**src/rtl/dbg_dump_pkg.sv**
```systemverilog
// Shared types and constants for the RAM-to-UART debug dumper.
// DBG_DUMP_ADDR_EN adds a 2-byte address prefix to every dumped word.
package dbg_dump_pkg;

  typedef enum logic [2:0] {
    IDLE,
    SYNC,
    FETCH,
    WAIT,
    SEND,
    NEXT,
    DONE
  } dump_state_t;

  localparam logic [7:0] SYNC_BYTE_DEFAULT = 8'hA5;
  localparam int         UART_FRAME_BITS   = 10;

`ifdef DBG_DUMP_ADDR_EN
  localparam int BYTES_PER_WORD = 6;
`else
  localparam int BYTES_PER_WORD = 4;
`endif

  localparam int WORD_BITS = BYTES_PER_WORD * 8;

endpackage

```
**src/rtl/uart_tx_byte.sv**
```systemverilog
// 8N1 UART transmitter for one byte at a time; o_ready rises during the last
// stop-bit cycle so a waiting byte follows with no idle bits in between.
module uart_tx_byte
  import dbg_dump_pkg::*;
#(
  parameter int CLKS_PER_BIT = 868
) (
  input  logic       i_clk,
  input  logic       i_rst,
  input  logic       i_valid,
  input  logic [7:0] i_data,
  output logic       o_ready,
  output logic       o_tx
);

  localparam int                CNT_W     = $clog2(CLKS_PER_BIT);
  localparam logic [CNT_W-1:0]  BAUD_LAST = CNT_W'(CLKS_PER_BIT - 1);
  localparam logic [CNT_W-1:0]  BAUD_PRE  = CNT_W'(CLKS_PER_BIT - 2);
  localparam logic [3:0]        LAST_BIT  = 4'(UART_FRAME_BITS - 1);

  logic             active_reg;
  logic [3:0]       bit_idx_reg;
  logic [CNT_W-1:0] baud_cnt_reg;
  logic [8:0]       shift_reg;
  logic             tx_reg;
  logic             ready_reg;

  always_ff @(posedge i_clk) begin
    if (i_rst) begin
      active_reg   <= 1'b0;
      bit_idx_reg  <= '0;
      baud_cnt_reg <= '0;
      shift_reg    <= '1;
      tx_reg       <= 1'b1;
      ready_reg    <= 1'b1;
    end else if (i_valid && ready_reg) begin
      // Stop bit is parked in shift_reg[8] so it falls out after the data bits.
      active_reg   <= 1'b1;
      bit_idx_reg  <= '0;
      baud_cnt_reg <= '0;
      shift_reg    <= {1'b1, i_data};
      tx_reg       <= 1'b0;
      ready_reg    <= 1'b0;
    end else if (active_reg) begin
      if (baud_cnt_reg == BAUD_LAST) begin
        baud_cnt_reg <= '0;
        if (bit_idx_reg == LAST_BIT) begin
          active_reg <= 1'b0;
        end else begin
          bit_idx_reg <= bit_idx_reg + 4'd1;
          tx_reg      <= shift_reg[0];
          shift_reg   <= {1'b1, shift_reg[8:1]};
        end
      end else begin
        baud_cnt_reg <= baud_cnt_reg + 1'b1;
        if (bit_idx_reg == LAST_BIT && baud_cnt_reg == BAUD_PRE) begin
          ready_reg <= 1'b1;
        end
      end
    end
  end

  assign o_ready = ready_reg;
  assign o_tx    = tx_reg;

endmodule

```
**src/rtl/dbg_dump_uart_tx.sv**
```systemverilog
// Walks a word-aligned RAM range and streams a sync byte plus every word over UART.
// Define DBG_DUMP_ADDR_EN to prefix each word with its 16-bit address.
module dbg_dump_uart_tx
  import dbg_dump_pkg::*;
#(
  parameter int         ADDR_W       = 16,
  parameter int         CLKS_PER_BIT = 868,
  parameter logic [7:0] SYNC_BYTE    = SYNC_BYTE_DEFAULT
) (
  input  logic              i_clk,
  input  logic              i_rst,
  input  logic              i_start,
  input  logic [ADDR_W-1:0] i_start_addr,
  input  logic [ADDR_W-1:0] i_end_addr,
  output logic              o_mem_rd_en,
  output logic [ADDR_W-1:0] o_mem_addr,
  input  logic [31:0]       i_mem_rd_data,
  output logic              o_tx,
  output logic              o_busy,
  output logic              o_done
);

  localparam logic [ADDR_W-1:0] ALIGN_MASK = ~ADDR_W'(3);
  localparam logic [ADDR_W-1:0] WORD_STEP  = ADDR_W'(4);

  dump_state_t          state_reg;
  logic [ADDR_W-1:0]    cur_addr_reg;
  logic [ADDR_W-1:0]    end_addr_reg;
  logic [ADDR_W-1:0]    mem_addr_reg;
  logic                 rd_en_reg;
  logic                 busy_reg;
  logic                 done_reg;
  logic [WORD_BITS-1:0] shift_reg;
  logic [2:0]           bytes_left_reg;
  logic                 tx_valid_reg;

  logic                 tx_valid;
  logic [7:0]           tx_data;
  logic                 tx_ready;
  logic [WORD_BITS-1:0] word_next;

`ifdef DBG_DUMP_ADDR_EN
  assign word_next = {16'(cur_addr_reg), i_mem_rd_data};
`else
  assign word_next = i_mem_rd_data;
`endif

  // The first byte of a word goes straight from the RAM port so the start bit
  // leaves on the WAIT edge; the uart is always idle at that point.
  always_comb begin
    tx_valid = tx_valid_reg;
    tx_data  = shift_reg[WORD_BITS-1 -: 8];
    case (state_reg)
      SYNC: tx_data = SYNC_BYTE;
      WAIT: begin
        tx_valid = 1'b1;
        tx_data  = word_next[WORD_BITS-1 -: 8];
      end
      default: ;
    endcase
  end

  always_ff @(posedge i_clk) begin
    if (i_rst) begin
      state_reg      <= IDLE;
      cur_addr_reg   <= '0;
      end_addr_reg   <= '0;
      mem_addr_reg   <= '0;
      rd_en_reg      <= 1'b0;
      busy_reg       <= 1'b0;
      done_reg       <= 1'b0;
      shift_reg      <= '0;
      bytes_left_reg <= '0;
      tx_valid_reg   <= 1'b0;
    end else begin
      case (state_reg)
        IDLE: begin
          if (i_start) begin
            cur_addr_reg   <= i_start_addr & ALIGN_MASK;
            end_addr_reg   <= i_end_addr & ALIGN_MASK;
            busy_reg       <= 1'b1;
            bytes_left_reg <= 3'd1;
            tx_valid_reg   <= 1'b0;
            state_reg      <= SYNC;
          end
        end
        SYNC: begin
          if (bytes_left_reg != 3'd0) begin
            if (!tx_valid_reg) begin
              tx_valid_reg <= 1'b1;
            end else if (tx_ready) begin
              tx_valid_reg   <= 1'b0;
              bytes_left_reg <= 3'd0;
            end
          end else if (tx_ready) begin
            if (cur_addr_reg <= end_addr_reg) begin
              rd_en_reg    <= 1'b1;
              mem_addr_reg <= cur_addr_reg;
              state_reg    <= FETCH;
            end else begin
              done_reg  <= 1'b1;
              busy_reg  <= 1'b0;
              state_reg <= DONE;
            end
          end
        end
        FETCH: begin
          rd_en_reg <= 1'b0;
          state_reg <= WAIT;
        end
        WAIT: begin
          shift_reg      <= word_next << 8;
          bytes_left_reg <= 3'(BYTES_PER_WORD - 1);
          tx_valid_reg   <= 1'b1;
          state_reg      <= SEND;
        end
        SEND: begin
          // A ready uart with nothing queued means the last stop bit just ended.
          if (tx_valid_reg) begin
            if (tx_ready) begin
              shift_reg      <= shift_reg << 8;
              bytes_left_reg <= bytes_left_reg - 3'd1;
              if (bytes_left_reg == 3'd1) tx_valid_reg <= 1'b0;
            end
          end else if (tx_ready) begin
            state_reg <= NEXT;
          end
        end
        NEXT: begin
          if (cur_addr_reg == end_addr_reg) begin
            done_reg  <= 1'b1;
            busy_reg  <= 1'b0;
            state_reg <= DONE;
          end else begin
            cur_addr_reg <= cur_addr_reg + WORD_STEP;
            mem_addr_reg <= cur_addr_reg + WORD_STEP;
            rd_en_reg    <= 1'b1;
            state_reg    <= FETCH;
          end
        end
        DONE: begin
          done_reg  <= 1'b0;
          state_reg <= IDLE;
        end
        default: state_reg <= IDLE;
      endcase
    end
  end

  uart_tx_byte #(
    .CLKS_PER_BIT(CLKS_PER_BIT)
  ) u_uart_tx_byte (
    .i_clk  (i_clk),
    .i_rst  (i_rst),
    .i_valid(tx_valid),
    .i_data (tx_data),
    .o_ready(tx_ready),
    .o_tx   (o_tx)
  );

  assign o_mem_rd_en = rd_en_reg;
  assign o_mem_addr  = mem_addr_reg;
  assign o_busy      = busy_reg;
  assign o_done      = done_reg;

endmodule

```
**config.mk**
```make
export PLATFORM = sky130hd
export DESIGN_NAME = dbg_dump_uart_tx
export DESIGN_NICKNAME = d
export VERILOG_FILES = /design/src/rtl/dbg_dump_pkg.sv /design/src/rtl/uart_tx_byte.sv /design/src/rtl/dbg_dump_uart_tx.sv
export SDC_FILE = /design/constraint.sdc
export NUM_CORES = 1
export LEC_CHECK = 0
export BUFFER_PORTS_ARGS = -buffer_cell sky130_fd_sc_hd__buf_2
export CAP_MARGIN = 20
export CORE_ASPECT_RATIO = 0.5
export CORE_UTILIZATION = 55
export CTS_BUF_LIST = sky130_fd_sc_hd__clkbuf_2
export CTS_CLUSTER_SIZE = 12
export DETAILED_ROUTE_END_ITERATION = 8
export HOLD_SLACK_MARGIN = 0.02
export PLACE_DENSITY = 0.87
export SLEW_MARGIN = 10
export SYNTH_ARGS = -nofsm -noshare
export SYNTH_HDL_FRONTEND = slang
export SYNTH_SLANG_ARGS = --single-unit
```
**constraint.sdc**
```tcl
create_clock -name i_clk -period 2.4 [get_ports i_clk]
set_input_delay 0.12 -clock i_clk [delete_from_list [all_inputs] [get_ports i_clk]]
set_output_delay 0.12 -clock i_clk [all_outputs]
set_load 0.005 [all_outputs]
```
* Word level (Yosys, flattened, before mapping) *
Index checks and enable logic that the tools add are counted.
Widths: inputs -> output; s select.

word-level totals
  bits in registers = 113
  output and inout port bits = 20
  logic and storage cells = 142

cells by class
  add/sub/neg operators = 4
  $lt $le $gt $ge = 1
  equal/unequal tests = 25
  multiplexer cells = 67
  bitwise operators = 1
  reductions and logical operators = 28

operator list
  operator               count
  $mux 16                5
  $mux 32                2
  $pmux 16 s2            2
  $pmux 32 s2            1
  $mux 3                 12
  $mux 1                 33
  $mux 8                 4
  $eq 10x10->1 const B   2
  $ne 2x2->1 const B     10
  $reduce_and 5->1       4
  $pmux 3 s6             1
  $reduce_and 3->1       6
  $add 16x3->16 const B  1
  $eq 16x16->1           1
  $le 16x16->1           1
  $pmux 8 s2             1
  $pmux 3 s4             1
  $reduce_bool 2->1      6
  $reduce_bool 3->1      4
  $add 10x1->10 const B  1
  $mux 10                1
  $eq 3x3->1 const B     3
  $pmux 1 s3             3
  $ne 2x1->1 const B     4
  14 further kinds       17

* Longest topological paths before layout *
Gate-level depths: netlist (run 1).

  word-level depth = 6
  mapped depth = 11
  mapped depth without buffers = 8

* Hierarchy *
From an unflattened synthesis (run 1), not the netlist that was laid out.

second synthesis, totals
  cells, all modules = 687
  area total of the unflattened synthesis = 5,385.2 um^2

by module, submodules not included
  module            times used  cells each  area an instance (um^2)  seq. area each (um^2)
  dbg_dump_uart_tx  1           555         4,181.5                  1,521.5
  uart_tx_byte      1           132         1,203.7                  500.5

* Least setup slack after synthesis (run 1) *
Ideal clock, no wire load.

  path kind = reg-to-reg
  start = reg cur_addr_reg[9]
  end = reg mem_addr_reg[13] (netlist: o_mem_addr[13])
  library setup time = 0.115 ns
  data arrival time = 2.055 ns
  data required time = 2.285 ns
  slack = 0.230 ns
  stages on the path, launching flop included = 11
  path buffers = 3
  period minus slack after synthesis = 2.170 ns
  cell sequence = dfxtp_1 -> ha_1 -> nand4_1 -> nor4_4 -> a21oi_2 -> nor2b_4 -> buf_6 -> and2_1 -> buf_6 -> buf_12 -> o21a_1

between the ends
  word-level cells in the longest chain between the ends = 3
  elaborated cells on any way between the ends = 8

RTL lines
  element                                          RTL line                 text
  start: declaration                               dbg_dump_uart_tx.sv:27   logic [ADDR_W-1:0] cur_addr_reg;
  start signal: assignment                         dbg_dump_uart_tx.sv:79   cur_addr_reg <= i_start_addr & ALIGN_MASK;
  start signal: assignment                         dbg_dump_uart_tx.sv:135  cur_addr_reg <= cur_addr_reg + WORD_STEP;
  $add 16x3->16, or another cell as far along      dbg_dump_uart_tx.sv:136  mem_addr_reg <= cur_addr_reg + WORD_STEP;
  $mux 16 or $ne 2x2->1 (tied branches)            --
  $pmux 16 s2 or $reduce_and 5->1 (tied branches)  --
  end signal: assignment                           dbg_dump_uart_tx.sv:98   mem_addr_reg <= cur_addr_reg;
  end signal: assignment                           dbg_dump_uart_tx.sv:136
  end: declaration                                 dbg_dump_uart_tx.sv:29   logic [ADDR_W-1:0] mem_addr_reg;

Parallel ways exist; a longest one is shown, timed or not. The select of a mux whose other input is x is not followed.
A chain may end at the register's enable or synchronous reset.

* Final worst setup path (run 1) *
  start = reg end_addr_reg[15]
  end = reg mem_addr_reg[13] (netlist: o_mem_addr[13])

between the ends
  word-level cells in the longest chain between the ends = 3
  elaborated cells on any way between the ends = 5

RTL lines
  element                                       RTL line                                         text
  start: declaration                            dbg_dump_uart_tx.sv:28                           logic [ADDR_W-1:0] end_addr_reg;
  start signal: assignment                      dbg_dump_uart_tx.sv:80                           end_addr_reg <= i_end_addr & ALIGN_MASK;
  $le 16x16->1 or $eq 16x16->1 (tied branches)  dbg_dump_uart_tx.sv:96, dbg_dump_uart_tx.sv:130
  $ne 2x2->1 (no source line)                   --
  $reduce_and 5->1 (no source line) (*)         --

Mark *: on every way between the ends. The rest lies on a longest branch, timed or not.

==> results.cfg, run 1 <==
[timing]
period_share_pct = 95.1
drv_slew = 0
holdWs_ns = 0.213
hold_violations = 0
fmax_mhz = 438
setup_ws_ns = 0.118
finalSetupViolCount = 0
finClkSkew_ns = 0.0280
slew_headroom_pct = 57.1
fin_crit_ns = 2.28
worst_pin_slew_ns = 0.641
rsz0062_at_grt = false

[detailed_routing]
viasPerCell = 5.61
drtAntennaViolNets = 0
drt_iter0_drc = 341
route.met2.wl_mm = 6.83
drc_errors = 0
highest_layer = met4
drt-met1-wl_mm = 6.04
first_pass_iters = 5
met3_length_um = 773
routed_wl_mm = 14.1
wl_per_cell_um = 15.1
vias = 5239

[placed_design]
dp_hpwl_mm = 9.32
numPortBuffers = 80
dp_slack_ns = -0.0487
gp_congestion = 0.925
dp.cells = 855

[die]
die_y_um = 72.0
ios = 87
initial_core_util_pct = 56.8
rows = 25
core_mm2 = 0.00948
die_area_mm2 = 0.0102
die_x_um = 142

[global_routing]
grt_pass1_vias = 5067
gr-total-overflow = 0
grt_max_degree = 56
grtUsageTotal_pct = 28.2
grt_pass1_wl_mm = 22.8
antenna_found_initial = 0

[power_and_ir_drop]
powerDensity_mw_per_mm2 = 1000
power.leakage_nw = 2.67
ir_drop_uv = 605
power.total_w = 0.00674

[critical_path]
arrival_ns = 2.87
end_kind = register
critical_path.max_fanout = 15
path_class = reg2reg
crit_path_start_kind = register
required_ns = 2.99

[finish]
largest_reg_flops = 24
syn_to_final_growth_pct = 24.7
antennaDiodeCount = 0
instances_no_fill = 934
drive_gt1_share_pct = 21.2
layout.nets = 883

[yosys]
synth_area_leader_cell = dfxtp_1
synth_area_mm2 = 0.00538
synth_seq_cells = 101
netlist_top_cells_area = dfxtp_1 (38%), a21oi_1 (6.7%), nand2_1 (6.1%)
synth_commonest_cells = dfxtp_1 (101), nand2_1 (87), a21oi_1 (72)
synth_flop_cell = dfxtp_1
yosys_warnings = 0
avgSynthCellArea_um2 = 8.23
synth_edf_count = 0
async_flop_share_pct = 0
synthDistinctLibCells = 68
synth-seq-area-share_pct = 37.6
synth_cells = 654
yosysMostFrequentCell = dfxtp_1
synth_top_area_share_pct = 37.6

[clock_network]
path_clk_slew_ns = 0.29
worstSkewPairLatency_ns = 0.62
cts.path.max_buffers = 2
ctsRootBufferMaster = clkbuf_2
htree_levels = 3
cts_tree = done
numCtsBuffers = 9
cts.sinks = 101
post_cts.repair.setup_buffers = 0

[worst_hold_path]
hp-class = in2reg

[run_status]
status = finished, final reports clean

[flow_run]
maxCapViolations = 0
==> layout by cell type (no fill, tap or decap), drive strengths merged, types with 7 or more instances in the layout <==
cell,instances
nor2,65
a21oi,73
nand4,8
nor3,8
or2,10
o21a,10
dlygate4sd3,62
xor2,12
xnor2,10
nand3,31
o21ai,17
clkbuf,9
dfxtp,101
a311oi,19
a21o,7
a22oi,9
ha,22
a211oi,23
inv,27
nor2b,7
buf,117
mux2i,9
nand2,87
and3,7
==> layout make-up <==
class	instances	area, um2
flip-flops and latches	101	2020
inverters	25	93.8
fillers	709	2760
clock inverters	7	105
clock buffers	9	45.0
well taps	135	169
repair buffers	179	1310
multi-input cells	478	2970
==> per-stage QoR <==
step	cell area, um2	util [%]	setup TNS [ns]
after CTS	6680	70.5	0
after detailed placement	5910	62.3	-0.0736
after floorplan	5390	-	0
after global placement	5910	62.3	0
after global routing	6720	70.9	0
final	6720	70.9	0
==> metal layers <==
metal  global-route usage, %  vias up
met4                    12.1        0
li1                        -     2582
met2                    50.4      183
met1                    33.1     2433
met3                    6.73       41
met5                       0        -
==> timing repair <==
| item | in CTS | in global routing |
|---|---|---|
| endpoints found under the hold margin | 76 | 0 |
| setup endpoints to repair | 6 | 3 |
| hold buffers | 62 | 0 |
| pin swaps | 0 | 0 |
| resized for setup | 3 | 4 |
| gates cloned | 0 | 0 |
==> worst max-delay path, cell delays in order, from the launching register on <==
cell	delay, ns
dfxtp_1	0.40
inv_1	0.05
ha_1	0.33
nand4_2	0.17
nor4_4	0.36
buf_4	0.18
a21oi_2	0.06
nor2b_4	0.13
buf_4	0.20
a41oi_1	0.22
o21a_1	0.15
==> report_power, final <==
group	internal, W	switching, W
clock	0.000362	0.000619
sequential	0.00210	0.000318
combinational	0.00142	0.00192
==> final timing paths <==
check	startpoint	end	slack [ns]	cells past startpoint
setup / recovery	end_addr_reg[15]	o_mem_addr[13]	0.12	10
hold / removal	i_rst	o_mem_rd_en	0.21	3
setup reg to reg	end_addr_reg[15]	o_mem_addr[13]	0.12	10
hold reg to reg	end_addr_reg[8]	end_addr_reg[8]	0.47	2
==> cells by family after synthesis <==
kind of cell | share of synthesized area, %
compound gates | 22.7
xor+xnor | 3.58
fa+ha+maj | 5.11
buf+inv | 7.76
flops | 37.6
mux | 1.88
other cells | 0.0697
simple gates | 21.4
(Power assumes the default switching activity.)
==> run 2: changes to the inputs <==
Settings changed: CTS_CLUSTER_SIZE 12 to not set, MAX_ROUTING_LAYER set to met4.
==> results.cfg, run 2 (synthesized netlist as in run 1, its figures left out) <==
[run_status]
status = finished, final reports clean

[detailed_routing]
viasPerCell = 5.64
first_pass_iters = 7
wl_per_cell_um = 14.9
drt_iter0_drc = 376
vias = 5353
drc_errors = 0
routed_wl_mm = 14.2
drtAntennaViolNets = 0

[finish]
largest_reg_flops = 24
syn_to_final_growth_pct = 26.7
final_common_cell = dfxtp_1
final_cell_mix = dfxtp_1 (100), nand2_1 (87), buf_2 (80)
layout.nets = 897
drive_gt1_share_pct = 20.9

[clock_network]
cts_tree = done
post_cts.repair.setup_buffers = 0
htree_levels = 3
path_clk_slew_ns = 0.32
worstSkewPairLatency_ns = 0.65
numCtsBuffers = 9
cts.path.max_buffers = 2
cts.sinks = 101
ctsRootBufferMaster = clkbuf_2

[power_and_ir_drop]
powerDensity_mw_per_mm2 = 977
power.total_w = 0.00666
ir_drop_uv = 522
power.leakage_nw = 2.74

[flow_run]
maxCapViolations = 0

[placed_design]
gp_congestion = 0.969
numPortBuffers = 80
dp_hpwl_mm = 9.14

[critical_path]
end_kind = register
required_ns = 3.01
path_class = reg2reg
arrival_ns = 2.87
r2r_end = o_busy
crit_path_start_kind = register
crit_end = o_busy
reg2reg_depth = 9
cp-startpoint = end_addr_reg[7]
critical_path.max_fanout = 17
reg2reg_from = end_addr_reg[7]
reg2reg_setup_slack_ns = 0.14

[global_routing]
grtUsageTotal_pct = 29.8
grt_pass1_wl_mm = 23.4
grt_pass1_vias = 5059
gr-total-overflow = 0
antenna_found_initial = 1
grt_max_degree = 37

[timing]
fmax_mhz = 442
worst_pin_slew_ns = 0.649
hold_violations = 0
period_share_pct = 94.2
finClkSkew_ns = 0.0400
drv_slew = 0
slew_headroom_pct = 56.6
rsz0062_at_grt = false
fin_crit_ns = 2.26
finalSetupViolCount = 0
holdWs_ns = 0.226

[die]
die_y_um = 72.0
core_mm2 = 0.00948
initial_core_util_pct = 56.8
die_area_mm2 = 0.0102
die_x_um = 142
rows = 25
ios = 87

[worst_hold_path]
hp-class = in2reg
-- run 2: worst max-delay path, stage by stage (launching register included) --
cell	delay, ns
dfxtp_1	0.42
inv_1	0.05
ha_1	0.30
nand4_1	0.15
o21bai_1	0.19
a311oi_1	0.27
o31ai_2	0.12
buf_4	0.22
or3_1	0.34
and3_1	0.15
-- run 2: worst min-delay path by stage --
stage | slack [ns] | endpoint | start | cells after the start
2_1_floorplan | 0.26 | end_addr_reg[2] | i_end_addr[2] | 2
3_3_place_gp | 0.36 | shift_reg[12] | i_mem_rd_data[4] | 3
3_5_place_dp | 0.37 | end_addr_reg[11] | i_end_addr[11] | 3
4_1_cts | 0.20 | shift_reg[10] | i_mem_rd_data[2] | 4
5_1_grt | 0.18 | shift_reg[23] | i_mem_rd_data[15] | 4
6_report | 0.23 | shift_reg[13] | i_mem_rd_data[5] | 4
-- run 2: final cells by class --
| class | count | area [um2] |
|---|---|---|
| flip-flops and latches | 101 | 2020 |
| well taps | 135 | 169 |
| clock buffers | 9 | 45.0 |
| multi-input cells | 478 | 2970 |
| repair buffers | 193 | 1450 |
| fillers | 732 | 2660 |
| inverters | 25 | 93.8 |
| diodes | 1 | 2.50 |
| clock inverters | 7 | 65.1 |
-- run 2: layer usage --
layer / track usage [%] / part of all wire, % / up-vias
met5: - / 0 / -
met4: 10.6 / 2.1 / 0
met3: 6.20 / 5.6 / 37
met2: 51.6 / 49 / 187
met1: 34.8 / 43 / 2516
li1: - / - / 2613
-- run 2: where the power goes --
part | internal (W) | switching (W) | total [W]
sequential | 0.00210 | 0.000327 | 0.00243
combinational | 0.00148 | 0.00194 | 0.00341
clock | 0.000167 | 0.000654 | 0.000822
total | 0.00375 | 0.00292 | 0.00666
-- run 2: timing repair --
action,CTS,global route
endpoints found under the setup margin,2,19
hold endpoints to repair,65,0
hold buffers,76,0
pin swaps,0,1
resized for setup,1,6
-- run 2: per-stage QoR --
stage / instance area (um2) / util, % / TNS (ns) / worst slack (ns) / cells
4_1_cts: 6780 / 71.6 / 0 / 0.00993 / 947
3_5_place_dp: 5910 / 62.3 / -0.0590 / -0.0559 / 855
5_1_grt: 6820 / 71.9 / 0 / 0.00838 / 949
2_1_floorplan: 5390 / - / 0 / 0.230 / 655
6_report: 6820 / 71.9 / 0 / 0.139 / 949
3_3_place_gp: 5910 / 62.3 / 0 / 0.0256 / 855
==> run 3: changes to the inputs <==
Settings changed: RECOVER_POWER set to 25, SYNTH_HIERARCHICAL set to 1.
==> results.cfg, run 3 <==
[run_status]
status = finished, final reports clean

[finish]
final_cell_mix = nand2_1 (110), dfxtp_1 (90), buf_2 (75)
drive_gt1_share_pct = 20.0
design_area_mm2 = 0.00691
final_common_cell = nand2_1
instances_no_fill = 974
fill_cells = 724
multi_input_area_mm2 = 0.00312
layout.nets = 922
syn_to_final_growth_pct = 28.3
regArea_mm2 = 0.00204
largest_reg_flops = 24

[global_routing]
grt_pass1_vias = 5035
grt_pass1_wl_mm = 23.1
grtUsageTotal_pct = 29.5
gr-total-overflow = 0
grtUsageMet1_pct = 35.7
use_met3_pct = 6.01
use_met2_pct = 48.1
antenna_found_initial = 1
grt_max_degree = 50
grt-busiest-layer = met2

[worst_hold_path]
hp-class = in2reg
hold_path_end = shift_reg[16]
hp-start = i_mem_rd_data[8]
hold_depth = 4

[critical_path]
arrival_ns = 2.86
reg2reg_setup_slack_ns = 0.06
critical_path.max_fanout = 7
crit_path_start_kind = register
reg2reg_from = end_addr_reg[10]
required_ns = 2.92
reg2reg_depth = 8
end_kind = register
r2r_end = o_mem_addr[11]
path_class = reg2reg

[timing]
finalSetupViolCount = 0
worst_pin_slew_ns = 0.654
fmax_mhz = 428
slew_headroom_pct = 56.4
finClkSkew_ns = 0.0602
period_share_pct = 97.3
drv_slew = 0
fin_crit_ns = 2.34
hold_violations = 0
holdWs_ns = 0.249

[die]
die_area_mm2 = 0.0102
initial_core_util_pct = 56.8
rows = 25
core_mm2 = 0.00948
die_y_um = 72.0
die_x_um = 142
ios = 87

[detailed_routing]
drt_iter0_drc = 531
routed_wl_mm = 14.6
vias = 5595
drc_errors = 0
viasPerCell = 5.74
wl_per_cell_um = 15.0
drtAntennaViolNets = 0
first_pass_iters = 5

[clock_network]
htree_levels = 3
worstSkewPairLatency_ns = 0.63
path_clk_slew_ns = 0.30
cts.path.max_buffers = 2
cts.sinks = 101
numCtsBuffers = 9
ctsRootBufferMaster = clkbuf_2
cts_tree = done

[flow_run]
maxCapViolations = 0

[placed_design]
dp.cells = 890
gp_congestion = 0.947
dpl_cell_area_mm2 = 0.00604
numPortBuffers = 80
dp_hpwl_mm = 9.06

[yosys]
synth-seq-area-share_pct = 37.5
avgSynthCellArea_um2 = 7.84
yosys_warnings = 6
synth_commonest_cells = nand2_1 (110), dfxtp_1 (101), nor2_1 (73)
async_flop_share_pct = 0
netlist_top_cells_area = dfxtp_1 (38%), nand2_1 (7.7%), a21oi_1 (5.6%)
synth_cells = 687
synth_area_mm2 = 0.00539
synth_flop_cell = dfxtp_1
synth_area_leader_cell = dfxtp_1
synthDistinctLibCells = 53
synth_seq_cells = 101
synth_edf_count = 0
yosysMostFrequentCell = nand2_1
synth_top_area_share_pct = 37.5

[power_and_ir_drop]
ir_drop_uv = 407
powerDensity_mw_per_mm2 = 929
power.total_w = 0.00642
power.leakage_nw = 2.70
==> run 3: cell count changes after synthesis, moves of 7 or more <==
cell      change
or2_2         -9
nor2_1        +9
clkbuf_1     +17
nand3_1      -23
nand2_1      +23
a21oi_1      -12
nor3_1       +12
buf_2         -7
o21ai_0      +18
==> run 3: critical path, cell delays in order, from the launching register on <==
cell and delay (ns):
dfxtp_1 0.39, inv_1 0.05, ha_1 0.29, nand2_1 0.06, o21ai_0 0.27, a21oi_1 0.21, a2111o_1 0.52, and2_2 0.28
a211oi_2 0.19
==> run 3: where the power goes <==
part | internal, W | switching (W) | leakage [nW]
Combinational | 0.00136 | 0.00181 | 1.80
Sequential | 0.00211 | 0.000321 | 0.828
Clock | 0.000234 | 0.000578 | 0.0646
Total | 0.00370 | 0.00271 | 2.70
==> run 3: kinds of logic (layout without fill, tap and decap cells) <==
group,count (synthesis),in the layout,share of synthesized area [%]
and+or+nand+nor,257,258,21.6
AOI/OAI and AO/OA,193,193,24.1
DFF,101,101,37.5
buffers and inverters,83,232,6.48
adders and majority gates,22,22,5.11
xor gates and xnor gates,22,22,3.58
muxes,8,8,1.49
other,1,3,0.0696
==> run 3: repair_timing <==
action	CTS	global route
hold buffers	62	0
cloned	0	1
setup endpoints to repair	15	35
resized for setup	1	24
buffers inserted	0	4
endpoints found under the hold margin	65	0
pin swaps	0	2
==> run 3: stage by stage <==
stage / setup slack, ns / util [%] / setup TNS, ns
after floorplan: 0.0821 / - / 0
after global placement: 0.0159 / 63.7 / 0
after detailed placement: -0.0391 / 63.7 / -0.100
after CTS: 0.00230 / 71.5 / 0
after global routing: -0.0340 / 72.9 / -0.131
final: 0.0647 / 72.9 / 0
==> run 3: layout make-up <==
type / instances / share of cell area, %
multi-input cells: 505 / 45.1
flip-flops and latches: 101 / 29.5
repair buffers: 186 / 19.7
well taps: 135 / 2.45
inverters: 30 / 1.63
clock inverters: 7 / 0.960
clock buffers: 9 / 0.652
diodes: 1 / 0.0362
==> run 3: how the worst max path moves through the flow <==
stage / start / to / slack (ns) / depth (start not counted)
final: end_addr_reg[10] / o_mem_addr[11] / 0.06 / 8
after global routing: end_addr_reg[9] / o_mem_addr[9] / -0.03 / 8
after CTS: end_addr_reg[7] / o_mem_addr[14] / 0.002 / 8
after detailed placement: end_addr_reg[5] / o_mem_addr[14] / -0.04 / 8
after global placement: end_addr_reg[7] / o_mem_rd_en / 0.02 / 8
after floorplan: cur_addr_reg[5] / o_mem_rd_en / 0.08 / 9
==> run 3: routing by layer <==
layer  routed length, um  vias up
met3                 804       50
met4                 484        0
met2                6950      230
met1                6400     2597
met5                   0        -
li1                    -     2718
